### src/rtl/reg_arb_pkg.sv
// Shared definitions for the register-load arbiter: state encoding,
// requester count and the round-robin winner search.
package reg_arb_pkg;

  localparam int unsigned NREQ = 3;

  typedef enum logic [1:0] {
    IDLE = 2'd0,
    LOAD = 2'd1,
    ACK  = 2'd2
  } state_t;

  // Round-robin search starting one past the last served requester,
  // wrapping 2 -> 0. Returns 'last' when nothing is requesting.
  function automatic logic [1:0] rr_pick(input logic [NREQ-1:0] req,
                                         input logic [1:0]      last);
    logic [1:0] idx;
    logic       found;
    rr_pick = last;
    idx     = last;
    found   = 1'b0;
    for (int k = 0; k < 3; k++) begin
      idx = (idx == 2'd2) ? 2'd0 : idx + 2'd1;
      if (!found && req[idx]) begin
        rr_pick = idx;
        found   = 1'b1;
      end
    end
  endfunction

endpackage

### src/rtl/reg_load_arbiter_load_reg.sv
// Shared W-bit register: loads d when load is high, otherwise holds.
module load_reg #(
  parameter int W = 4
) (
  input  logic         clk,
  input  logic         rst,
  input  logic         load,
  input  logic [W-1:0] d,
  output logic [W-1:0] q
);

  // Register with enable; cleared asynchronously while rst is low.
  always_ff @(posedge clk or negedge rst) begin
    if (!rst) begin
      q <= '0;
    end else if (load) begin
      q <= d;
    end
  end

endmodule

### src/rtl/reg_load_arbiter.sv
// Three-requester round-robin arbiter writing one shared register.
//   state | meaning
//   IDLE  | waiting; samples req, picks winner, captures its data
//   LOAD  | holding register driven into the shared register
//   ACK   | shared register updated; one-cycle gnt to the winner
module reg_load_arbiter
  import reg_arb_pkg::*;
#(
  parameter int W = 4
) (
  input  logic            clk,
  input  logic            rst,
  input  logic [NREQ-1:0] req,
  input  logic [W-1:0]    d0,
  input  logic [W-1:0]    d1,
  input  logic [W-1:0]    d2,
  output logic [NREQ-1:0] gnt,
  output logic            busy,
  output logic [1:0]      owner,
  output logic [W-1:0]    q
);

  state_t       state;
  logic [W-1:0] hold;
  logic [1:0]   win;
  logic [W-1:0] win_data;
  logic         load_en;

  assign win     = rr_pick(req, owner);
  assign load_en = (state == LOAD);

  // Data of the requester that would win at this IDLE sampling edge.
  always_comb begin
    win_data = d0;
    case (win)
      2'd1:    win_data = d1;
      2'd2:    win_data = d2;
      default: win_data = d0;
    endcase
  end

  // Sequencing FSM with registered gnt/busy, pointer and holding register.
  always_ff @(posedge clk or negedge rst) begin
    if (!rst) begin
      state <= IDLE;
      hold  <= '0;
      owner <= 2'd2;
      gnt   <= '0;
      busy  <= 1'b0;
    end else begin
      case (state)
        IDLE: begin
          if (|req) begin
            owner <= win;
            hold  <= win_data;
            busy  <= 1'b1;
            state <= LOAD;
          end
        end
        LOAD: begin
          gnt   <= NREQ'(3'b001 << owner);
          state <= ACK;
        end
        ACK: begin
          gnt   <= '0;
          busy  <= 1'b0;
          state <= IDLE;
        end
        default: begin
          gnt   <= '0;
          busy  <= 1'b0;
          state <= IDLE;
        end
      endcase
    end
  end

  load_reg #(.W(W)) u_load_reg (
    .clk  (clk),
    .rst  (rst),
    .load (load_en),
    .d    (hold),
    .q    (q)
  );

endmodule

### config.mk
export PLATFORM = sky130hd
export DESIGN_NAME = reg_load_arbiter
export DESIGN_NICKNAME = d
export VERILOG_FILES = /design/src/rtl/reg_arb_pkg.sv /design/src/rtl/reg_load_arbiter_load_reg.sv /design/src/rtl/reg_load_arbiter.sv
export SDC_FILE = /design/constraint.sdc
export NUM_CORES = 1
export LEC_CHECK = 0
export BUFFER_PORTS_ARGS = -buffer_cell sky130_fd_sc_hd__buf_2
export CORE_ASPECT_RATIO = 1.2
export CORE_MARGIN = 2
export CORE_UTILIZATION = 30
export DETAILED_ROUTE_END_ITERATION = 8
export MAX_ROUTING_LAYER = met4
export PLACE_DENSITY = 0.58
export SLEW_MARGIN = 20
export SYNTH_ARGS = -nofsm -noshare
export SYNTH_HDL_FRONTEND = slang
export SYNTH_HIERARCHICAL = 1
export SYNTH_SLANG_ARGS = --single-unit
### constraint.sdc
create_clock -name clk -period 5.1 [get_ports clk]
set_input_delay 0.51 -clock clk [delete_from_list [all_inputs] [get_ports clk]]
set_output_delay 0.51 -clock clk [all_outputs]
set_load 0.02 [all_outputs]
# Word level (Yosys, flattened, before mapping)
# Index checks and enable logic that the tools add are counted.
classes:
  add_sub_neg: 3
  magnitude_cmp: 3
  n_eq_ne: 7
  n_shift: 1
  mux: 20
  n_bitwise: 1
  reduce_logical: 8
op_table:
  columns: ["cell", "count"]
  rows:
  - ["2-to-1 mux 2 bit", 7]
  - ["less-than comparator 2 x 3 -> 1 bit (second input constant)", 3]
  - ["== test 2 bit (second input constant)", 4]
  - ["one-hot mux 4 bit (2 select lines)", 1]
  - ["adder 2 x 1 -> 2 bit (second input constant)", 3]
  - ["binary-select mux 1 bit (select 2 bit)", 3]
  - ["2-to-1 mux 1 bit", 6]
  - ["one-hot mux 3 bit (2 select lines)", 1]
  - ["== test 2 x 1 -> 1 bit (second input constant)", 2]
  - ["one-hot mux 2 bit (2 select lines)", 1]
  - ["AND reduction 2 bit", 2]
  - ["OR reduction 3 bit", 1]
  - ["left shift 1 x 2 -> 3 bit (first input constant)", 1]
  - ["logical AND 1 bit", 2]
  - ["logical NOT 1 bit", 2]
  - ["logical NOT 2 bit", 1]
  - ["inequality test 2 bit (second input constant)", 1]
  - ["one-hot mux 1 bit (2 select lines)", 1]
  - ["NOT 1 bit", 1]
word_totals:
  ff_bits: 16
  inputBits: 17
  elab_cells: 49

# Longest topological paths before layout
# Gate-level depths: netlist of the first run.
logic_depth:
  word_depth: 13
  depth_mapped: 7

# Hierarchy
# The synthesis of the first run kept the hierarchy.
by_module_without_submodules:
  columns: ["mod", "instances", "cells_each", "area_each_um2", "seq_area_each_um2"]
  rows:
  - ["reg_load_arbiter", 1, 62, 644.4, 301.5]
  - ["load_reg", 1, 8, 145.1, 100.1]

# Worst setup path before layout of the first run
# OpenSTA, ideal clock, no wires.
synth_path:
  path_type: "reg-to-reg"
  from: "register owner[1]"
  to: "register hold[2]"
  setup_ns: 0.125
  arrival_time_ns: 1.725
  slack_ns: 3.251
  stages_incl_launch_ff: 8
  path_buffers: 0
  synth_period_minus_slack_ns: 1.849
  path_cell_list: "dfstp_2 > nand2_1 > a21o_1 > and2_1 > ha_1 > nand2_1 > o21ai_0 > mux2_2"
synth_via:
  elab_chain_len: 13
  word_cells_on_any_way: 27
  classes_between: "add/sub: 3; eq/ne: 5; mux: 15; reduce/logical: 4"
synth_rtl:
  columns: ["item", "line_no", "rtl"]
  rows:
  - ["from (decl)", "reg_load_arbiter.sv:19", "output logic [1:0] owner,"]
  - ["from (signal assigned)", "reg_load_arbiter.sv:54", "owner <= win;"]
  - ["parallel branches: the longest is 10 deep, another holds adder 2 x 1 -> 2 bit", null, null]
  - ["2-to-1 mux 2 bit *", "reg_arb_pkg.sv:24", "if (!found && req[idx]) begin"]
  - ["== test 2 bit / == test 2 x 1 -> 1 bit (equally long branches)", "reg_load_arbiter.sv:35", "case (win)"]
  - ["one-hot mux 4 bit (2 select lines) *", "reg_load_arbiter.sv:35", null]
  - ["to (signal assigned)", "reg_load_arbiter.sv:55", "hold <= win_data;"]
  - ["to (decl)", "reg_load_arbiter.sv:24", "logic [W-1:0] hold;"]
# Mark *: on every way between the ends. The select of a mux whose other input is x is not followed.
# A chain may end at the register's enable or synchronous reset.

# Worst setup path in the final report of the first run
layout_path:
  from: "register owner[1]"
  to: "register hold[1]"
# Same word-level chain as after synthesis.

==> flow_summary.ini, run 1 <==
[outcome]
status = completed

[synth]
syn_avg_cell_area_um2 = 11.3
synth-edff-count = 0
async_flop_share_pct = 100
synthAdderAreaFrac_pct = 3.17
synthCells = 70
synth.distinct_cells = 25
synth-xor-area-share_pct = 0
synth_top_family_by_area = simple AND/OR/NAND/NOR gates
synth_ff_type = dfrtp_1
synthSimpleGateAreaFrac_pct = 15.4
synth_compound_area_share_pct = 12.5
synthesis.area_um2 = 790
ys_ff_latch = 16
syn_nets = 89
yosys_warnings = 6
synth_mux_area_share_pct = 14.6
ys_seq_area_share_pct = 50.9

[worst_setup_path]
worst-endpoint-arrival_ns = 2.07
worstPathRequired_ns = 5.27
critPathMaxFanout = 8
crit_type = reg -> reg
crit_path_start_kind = flip-flop
setup.worst_path.end_class = flip-flop

[clock_tree]
clk_pin_slew_ns = 0.09
clock_sink_count = 16
cts_setup_buffers = 0
cts_root_buf = clkbuf_4
cts-resized-gates = 0
cts_tree = yes
h-tree-depth = 1
numCtsBuffers = 3
ctsLongestPathBuffers = 2
clk_latency_ns = 0.28
ctsHoldBuffers = 0

[grt]
grt_max_degree = 17
overflow = 0
grt_antenna_before_repair = 0
grt_first_pass_wirelength_um = 2610
grt_use_total_pct = 11.8
grt_pass1_vias = 622

[sta]
fmax_mhz = 527
period_share_pct = 37.2
relSlewSlack_pct = 71.1
tightest_slew_ns = 0.430
period_needed_ns = 1.90
finalSetupTns_ns = 0
setup_viol_count_final = 0
final_hold_viol_count = 0
maxSlewViolCount = 0
fin_hold_ws_ns = 0.129
finalClockSkew_ns = 0.00340
rsz0062_at_grt = no

[route]
wirelength_um = 1440
ant_nets = 0
drtIter0Drc = 1
wl_per_cell_um = 11.0
via_count = 600
routed_via_density = 4.58
drc_errors = 0
drtPass1Iterations = 3

[placed_design]
numPortBuffers = 26
gp_congestion = 0.666
place_hpwl_um = 1130

[cells_and_area]
final_common_cell = buf_2
drive_above_1_share_pct = 40.8
finalNetCount = 118
layout_common_cells = buf_2, dfrtp_1, mux2_2
finish.utilization_pct = 38.4
diodes = 0
syn_to_final_growth_pct = 23.0

[die]
initial_core_util_pct = 31.2
ios = 27
dieArea_um2 = 3060
die_w_um = 50.8
row_count = 20
die_y_um = 60.2
core_um2 = 2530

[min_path]
hold_path.class = in -> async

[pwr]
pwr_density_cell_nw_per_um2 = 627
vdd_drop_max_mv = 0.233
p_leak_uw = 0.000475

[run]
cap_viol_max_count = 0
-- metal layers --
layer | wire length (um) | GRT usage, % | part of all wire, %
met4 | 6 | 3.47 | 0.42
met5 | 0 | - | 0
met3 | 68 | 3.00 | 4.7
met1 | 638 | 13.3 | 44
met2 | 721 | 20.7 | 50
-- Yosys cell counts (2+ instances only) --
library cell / count / area share, %
a21o_1: 2 / 1.9
mux2_2: 8 / 11
o21ai_0: 4 / 2.5
ha_1: 2 / 3.2
nand2_1: 7 / 3.3
nand2b_1: 4 / 3.2
a22oi_1: 4 / 3.8
inv_1: 3 / 1.4
a21oi_1: 2 / 1.3
nor2_1: 3 / 1.4
dfrtp_1: 15 / 48
nor2b_1: 3 / 2.4
-- worst max-delay path: stages, from the launching register on --
cell and delay, ns:
dfstp_2 0.60, nand2_1 0.07, a21o_1 0.17, and2_1 0.14, ha_1 0.37, nand2_1 0.08
o21ai_0 0.09, mux2_2 0.27
-- area by class of cell --
cell class                      instances  area (um2)
Fill cell                             273        1560
Sequential cell                        16         402
Multi-Input combinational cell         49         360
Timing Repair Buffer                   26         130
Tap cell                               33        41.3
Clock buffer                            4        26.3
Inverter                                3        11.3
-- flip-flops by register name, summed over array words and instances (netlist names) --
signal / count
hold: 4
busy: 1
gnt: 3
state: 2
owner: 2
u_load_reg/q: 4
-- kinds of logic (layout without fill, tap and decap cells) --
family,count (synthesis),after routing
simple gates,22,22
flops,16,16
compound gates,15,15
mux,10,10
buf+inv,5,33
fa+ha+maj,2,2
-- power by group --
part / switching, uW / internal, uW
logic: 149 / 145
clock network: 37.5 / 30.3
registers: 55.4 / 192
-- stage by stage --
step	worst slack [ns]	instance area (um2)	instances	total power (uW)
2_1_floorplan	3.25	790	70	476
3_3_place_gp	3.09	945	127	545
3_5_place_dp	3.08	945	127	548
4_1_cts	3.19	971	131	620
5_1_grt	3.10	971	131	664
6_report	3.20	971	131	608
-- final timing paths --
path / start / endpoint / slack, ns / cells past startpoint
max in group asynchronous: rst / owner[1]$_DFFE_PN1P_ / 4.67 / 1
min in group clk: busy$_DFFE_PN0P_ / busy$_DFFE_PN0P_ / 0.48 / 1
min: rst / u_load_reg/q[2]$_DFFE_PN0P_ / 0.13 / 1
min reg2reg: busy$_DFFE_PN0P_ / busy$_DFFE_PN0P_ / 0.48 / 1
max reg2reg: owner[1]$_DFFE_PN1P_ / hold[1]$_DFFE_PN0P_ / 3.20 / 7
max: owner[1]$_DFFE_PN1P_ / hold[1]$_DFFE_PN0P_ / 3.20 / 7
Power figures use the tool's default switching activity.
==> inputs of run 2 (changes only) <==
==> constraint.sdc (replaced) <==
create_clock -name clk -period 1.9 [get_ports clk]
set_input_delay 0.19 -clock clk [delete_from_list [all_inputs] [get_ports clk]]
set_output_delay 0.19 -clock clk [all_outputs]
set_load 0.02 [all_outputs]
==> run 2 against run 1 <==
Sequential share of layout area decreased by 1.1 points. Clock power increased to 2.7 times the previous value. Via count increased by 1.2%. Worst setup slack got worse by 3.1 ns. Clock skew increased by 0.0083 ns. Maximum frequency increased by 5.4%. Hold slack improved by 0.096 ns. Critical path type unchanged. Highest routed layer unchanged.
==> flow_summary.ini, run 2 (synthesis results as in run 1) <==
[outcome]
status = completed

[cells_and_area]
final_common_cell = buf_2
reg_top3 = hold (4), u_load_reg/q (4), gnt (3)
syn_to_final_growth_pct = 26.5
layout_common_cells = buf_2, dfrtp_1, mux2_2
final_area_um2 = 998
finalNetCount = 120
diodes = 0
drive_above_1_share_pct = 45.0

[clock_tree]
numCtsBuffers = 3
cts_root_buf = clkbuf_4
h-tree-depth = 1
cts_tree = yes
clk_latency_ns = 0.28
clock_sink_count = 16
cts_setup_buffers = 0
ctsLongestPathBuffers = 2
clk_pin_slew_ns = 0.08

[die]
row_count = 20
core_um2 = 2530
die_w_um = 50.8
dieArea_um2 = 3060
die_y_um = 60.2
initial_core_util_pct = 31.2
ios = 27

[pwr]
p_leak_uw = 0.000481
finalPower_uw = 1680
vdd_drop_max_mv = 0.573
pwr_density_cell_nw_per_um2 = 1680

[route]
m1WireLength_um = 696
wirelength_um = 1510
drc_errors = 0
drtIter0Drc = 14
via_count = 607
met3_length_um = 66
routed_via_density = 4.56
wl_met2_um = 741
ant_nets = 0
wl_per_cell_um = 11.4
drtPass1Iterations = 4
dr.max_layer_used = met4

[min_path]
min_path_cells = 3
hold_path.class = in -> reg
hp-start = req[1]

[worst_setup_path]
setup.worst_path.end_class = flip-flop
crit_type = reg -> reg
worstPathRequired_ns = 2.06
r2r-start = owner[1]$_DFFE_PN1P_
startpoint = owner[1]$_DFFE_PN1P_
rr_worst_depth = 6
critPathMaxFanout = 8
worst-endpoint-arrival_ns = 1.97
crit_path_start_kind = flip-flop

[sta]
finalSetupTns_ns = 0
period_share_pct = 94.9
finalClockSkew_ns = 0.0117
final_hold_viol_count = 0
period_needed_ns = 1.80
relSlewSlack_pct = 69.7
tightest_slew_ns = 0.451
maxSlewViolCount = 0
rsz0062_at_grt = no
fmax_mhz = 555
setup_viol_count_final = 0

[grt]
overflow = 0
grt_max_degree = 17
grt_use_total_pct = 11.4
grt_antenna_before_repair = 0
grt_first_pass_wirelength_um = 2500
grt_pass1_vias = 609

[run]
cap_viol_max_count = 0

[placed_design]
numPortBuffers = 26
postPlaceCellArea_um2 = 952
gp_congestion = 0.727
place_hpwl_um = 1170
[run 2: cell types whose count changed in the layout (fill, tap and decap cells not counted), sizes merged]
cell,delta
dlygate4sd3,+1
buf,+1
[run 2: per-layer routing]
layer / GRT usage, % / up-vias
met3: 3.00 / 2
met2: 20.1 / 13
met5: - / -
met4: 4.63 / 0
met1: 12.1 / 285
li1: - / 307
[run 2: layout make-up]
| class | count | area (um2) |
|---|---|---|
| Inverter | 3 | 11.3 |
| Clock buffer | 4 | 26.3 |
| Tap cell | 33 | 41.3 |
| Timing Repair Buffer | 28 | 148 |
| Fill cell | 257 | 1530 |
| Multi-Input combinational cell | 49 | 370 |
| Sequential cell | 16 | 402 |
[run 2: through the flow]
step                utilization, %  instances  setup WS (ns)  hold slack [ns]
floorplan                        -         70         0.0506           -0.106
global placement              37.7        128         0.0662            0.127
detailed placement            37.7        128         0.0424            0.124
CTS                           39.1        133         0.0289            0.234
global route                  39.5        133        0.00233            0.233
finish                        39.5        133         0.0973            0.224
[run 2: repair_timing]
item	4_1_cts	5_1_grt
gates resized for setup	0	4
hold endpoints to repair	15	0
hold buffers	1	0
setup endpoints to repair	0	4
[run 2: final timing paths]
path	slack (ns)	endpoint
max in group asynchronous	1.25	owner[1]$_DFFE_PN1P_
worst max register to register	0.1	hold[2]$_DFFE_PN0P_
worst min-delay path	0.22	owner[0]$_DFFE_PN0P_
worst min register to register	0.49	busy$_DFFE_PN0P_
worst max-delay path	0.1	hold[2]$_DFFE_PN0P_
min in group asynchronous	0.34	gnt[0]$_DFFE_PN0N_
[run 2: where the power goes]
part           switching, uW  total (uW)  internal [uW]
logic                    423         837            414
registers                142         656            514
clock network            103         184           81.3
total                    668        1680           1010
[run 2: worst max-delay path, stage by stage, from the launching register on]
cell and delay (ns):
dfstp_2 0.56, nand2_1 0.05, a21o_1 0.17, and2_1 0.15, ha_2 0.37, o21ai_0 0.12, mux2_2 0.27
==> inputs of run 3 (changes only) <==
--- a/config.mk
+++ b/config.mk
@@ -6,12 +6,14 @@
 export NUM_CORES = 1
 export LEC_CHECK = 0
 export BUFFER_PORTS_ARGS = -buffer_cell sky130_fd_sc_hd__buf_2
+export CELL_PAD_IN_SITES_DETAIL_PLACEMENT = 1
+export CELL_PAD_IN_SITES_GLOBAL_PLACEMENT = 1
 export CORE_ASPECT_RATIO = 1.2
 export CORE_MARGIN = 2
 export CORE_UTILIZATION = 30
 export DETAILED_ROUTE_END_ITERATION = 8
 export MAX_ROUTING_LAYER = met4
-export PLACE_DENSITY = 0.58
+export PLACE_DENSITY_LB_ADDON = 0.3
 export SLEW_MARGIN = 20
 export SYNTH_ARGS = -nofsm -noshare
 export SYNTH_HDL_FRONTEND = slang
==> run 3 against run 2 <==
Wire length is 7.8% higher. Hold slack better by 0.021 ns. Worst setup slack better by 0.0056 ns. Critical path type unchanged. Critical path depth grew 1. Sequential share of layout area is 1.2 points lower. Flip-flop and latch count stayed put.
==> flow_summary.ini, run 3 (synthesis results as in run 1) <==
[worst_setup_path]
rrSetupSlack_ns = 0.10
r2r-start = owner[1]$_DFFE_PN1P_
crit_type = reg -> reg
cpPeakStageDelay_ns = 0.60
crit_path_start_kind = flip-flop
cp_cell_sequence = nand2_1 > a21o_1 > and2_1 > ha_4 > a22oi_1 > o21ai_1 > mux2_2
path_buf_inv = 0
setup.worst_path.end_class = flip-flop
worst-endpoint-arrival_ns = 1.97
cpMaxStageDelayCell = dfstp_2
r2r_end = hold[3]$_DFFE_PN0P_
cp_top_family = flip-flops
worstPathRequired_ns = 2.07
rr_worst_depth = 7
critPathMaxFanout = 7

[sta]
finalClockSkew_ns = 0.00220
maxSlewViolCount = 0
setup_viol_count_final = 0
fmax_mhz = 556
rsz0062_at_grt = yes
period_share_pct = 94.6
period_needed_ns = 1.80
fin_hold_ws_ns = 0.245
relSlewSlack_pct = 69.7
tightest_slew_ns = 0.450
final_hold_viol_count = 0

[die]
dieArea_um2 = 3060
row_count = 20
initial_core_util_pct = 31.2
core_um2 = 2530
die_w_um = 50.8
die_y_um = 60.2
ios = 27

[route]
via_count = 636
wl_per_cell_um = 12.2
ant_nets = 0
drtPass1Iterations = 2
routed_via_density = 4.78
wirelength_um = 1630
drc_errors = 0
drtIter0Drc = 4

[cells_and_area]
syn_to_final_growth_pct = 30.4
layout_common_cells = buf_2, dfrtp_1, mux2_2
reg_top3 = hold (4), u_load_reg/q (4), gnt (3)
final_area_um2 = 1030
drive_above_1_share_pct = 46.0
seq_area_um2 = 402
finalNetCount = 120
nFillCells = 299
diodes = 0
final_common_cell = buf_2
multi_input_area_um2 = 392

[pwr]
p_clk_share_pct = 12.4
internal-power_uw = 1080
vdd_drop_max_mv = 0.691
pwr_density_cell_nw_per_um2 = 1710
p_sw_share_pct = 38.8
p_leak_uw = 0.000495
p_sw_uw = 684
comb_power_share_pct = 50.3
seqPwrFrac_pct = 37.3

[clock_tree]
ctsLongestPathBuffers = 2
numCtsBuffers = 3
h-tree-depth = 1
cts_root_buf = clkbuf_4
clk_latency_ns = 0.28
cts_tree = yes
clk_pin_slew_ns = 0.09
clock_sink_count = 16

[min_path]
holdPathEnd = hold[0]$_DFFE_PN0P_
hp-start = d0[0]
hold_path.class = in -> reg
min_path_cells = 4

[placed_design]
gp_congestion = 0.655
numPortBuffers = 26
postPlaceCellArea_um2 = 945
place_hpwl_um = 1350

[grt]
overflow = 0
grt_first_pass_wirelength_um = 2980
grt_pass1_vias = 695
grt_antenna_before_repair = 0
grt_max_degree = 17
grt_use_total_pct = 13.6

[outcome]
status = completed

[run]
cap_viol_max_count = 0
run 3: changes by cell type in the layout (fill, tap and decap cells not counted), moves of 2 or more:
cell | before | now
o21ai_0 | 4 | 1
o21ai_1 | 0 | 3
a22oi_1 | 4 | 2
a22oi_2 | 0 | 2
ha_2 | 2 | 0
run 3: power by group through the flow:
stage | sequential (uW) | combinational [uW] | clock (uW)
after CTS | 666 | 878 | 228
final | 658 | 887 | 218
after floorplan | 729 | 548 | 0
after detailed placement | 677 | 824 | 0
after global placement | 664 | 808 | 0
after global routing | 689 | 989 | 242
run 3: worst max-delay path by stage:
stage                               end  slack, ns  depth (start not counted)            startpoint
CTS                 hold[2]$_DFFE_PN0P_      0.008                          7  owner[1]$_DFFE_PN1P_
global placement    hold[2]$_DFFE_PN0P_       0.03                          7  owner[1]$_DFFE_PN1P_
finish              hold[3]$_DFFE_PN0P_       0.10                          7  owner[1]$_DFFE_PN1P_
detailed placement  hold[2]$_DFFE_PN0P_      -0.03                          7  owner[1]$_DFFE_PN1P_
floorplan           hold[2]$_DFFE_PN0P_       0.05                          7  owner[1]$_DFFE_PN1P_
global route        hold[3]$_DFFE_PN0P_     -0.001                          7  owner[1]$_DFFE_PN1P_
run 3: final cells by class:
class	instances	share of cell area [%]
Sequential cell	16	39.0
Multi-Input combinational cell	49	38.0
Timing Repair Buffer	28	14.3
Clock buffer	4	3.52
Inverter	3	1.09
Tap cell	33	4.01
run 3: through the flow:
| stage | power, uW | utilization (%) | setup slack, ns | setup TNS (ns) | instances |
|---|---|---|---|---|---|
| after floorplan | 1280 | - | 0.0506 | 0 | 70 |
| after global placement | 1470 | 37.4 | 0.0322 | 0 | 127 |
| after detailed placement | 1500 | 37.4 | -0.0293 | -0.0359 | 127 |
| after CTS | 1770 | 40.0 | 0.00843 | 0 | 133 |
| after global routing | 1920 | 40.7 | -0.00140 | -0.00140 | 133 |
| final | 1760 | 40.7 | 0.103 | 0 | 133 |
run 3: worst register-to-register path, cell delays in order (launching register included):
cell and delay, ns:
dfstp_2 0.60, nand2_1 0.06, a21o_1 0.18, and2_1 0.17, ha_4 0.18, a22oi_1 0.17, o21ai_1 0.08, mux2_2 0.26
run 3: per-layer routing:
layer / GRT usage, % / part of all wire, % / vias up
met3: 3.00 / 2.8 / 2
met2: 25.0 / 58 / 10
met4: 4.63 / 0.80 / 0
met1: 14.5 / 38 / 318
li1: - / - / 306
met5: - / 0 / -
run 3: timing repair:
item / 4_1_cts / 5_1_grt
gates resized for setup: 1 / 6
endpoints found under the hold margin: 15 / 0
hold buffers: 1 / 0
buffers inserted: 1 / 0
setup endpoints to repair: 3 / 4
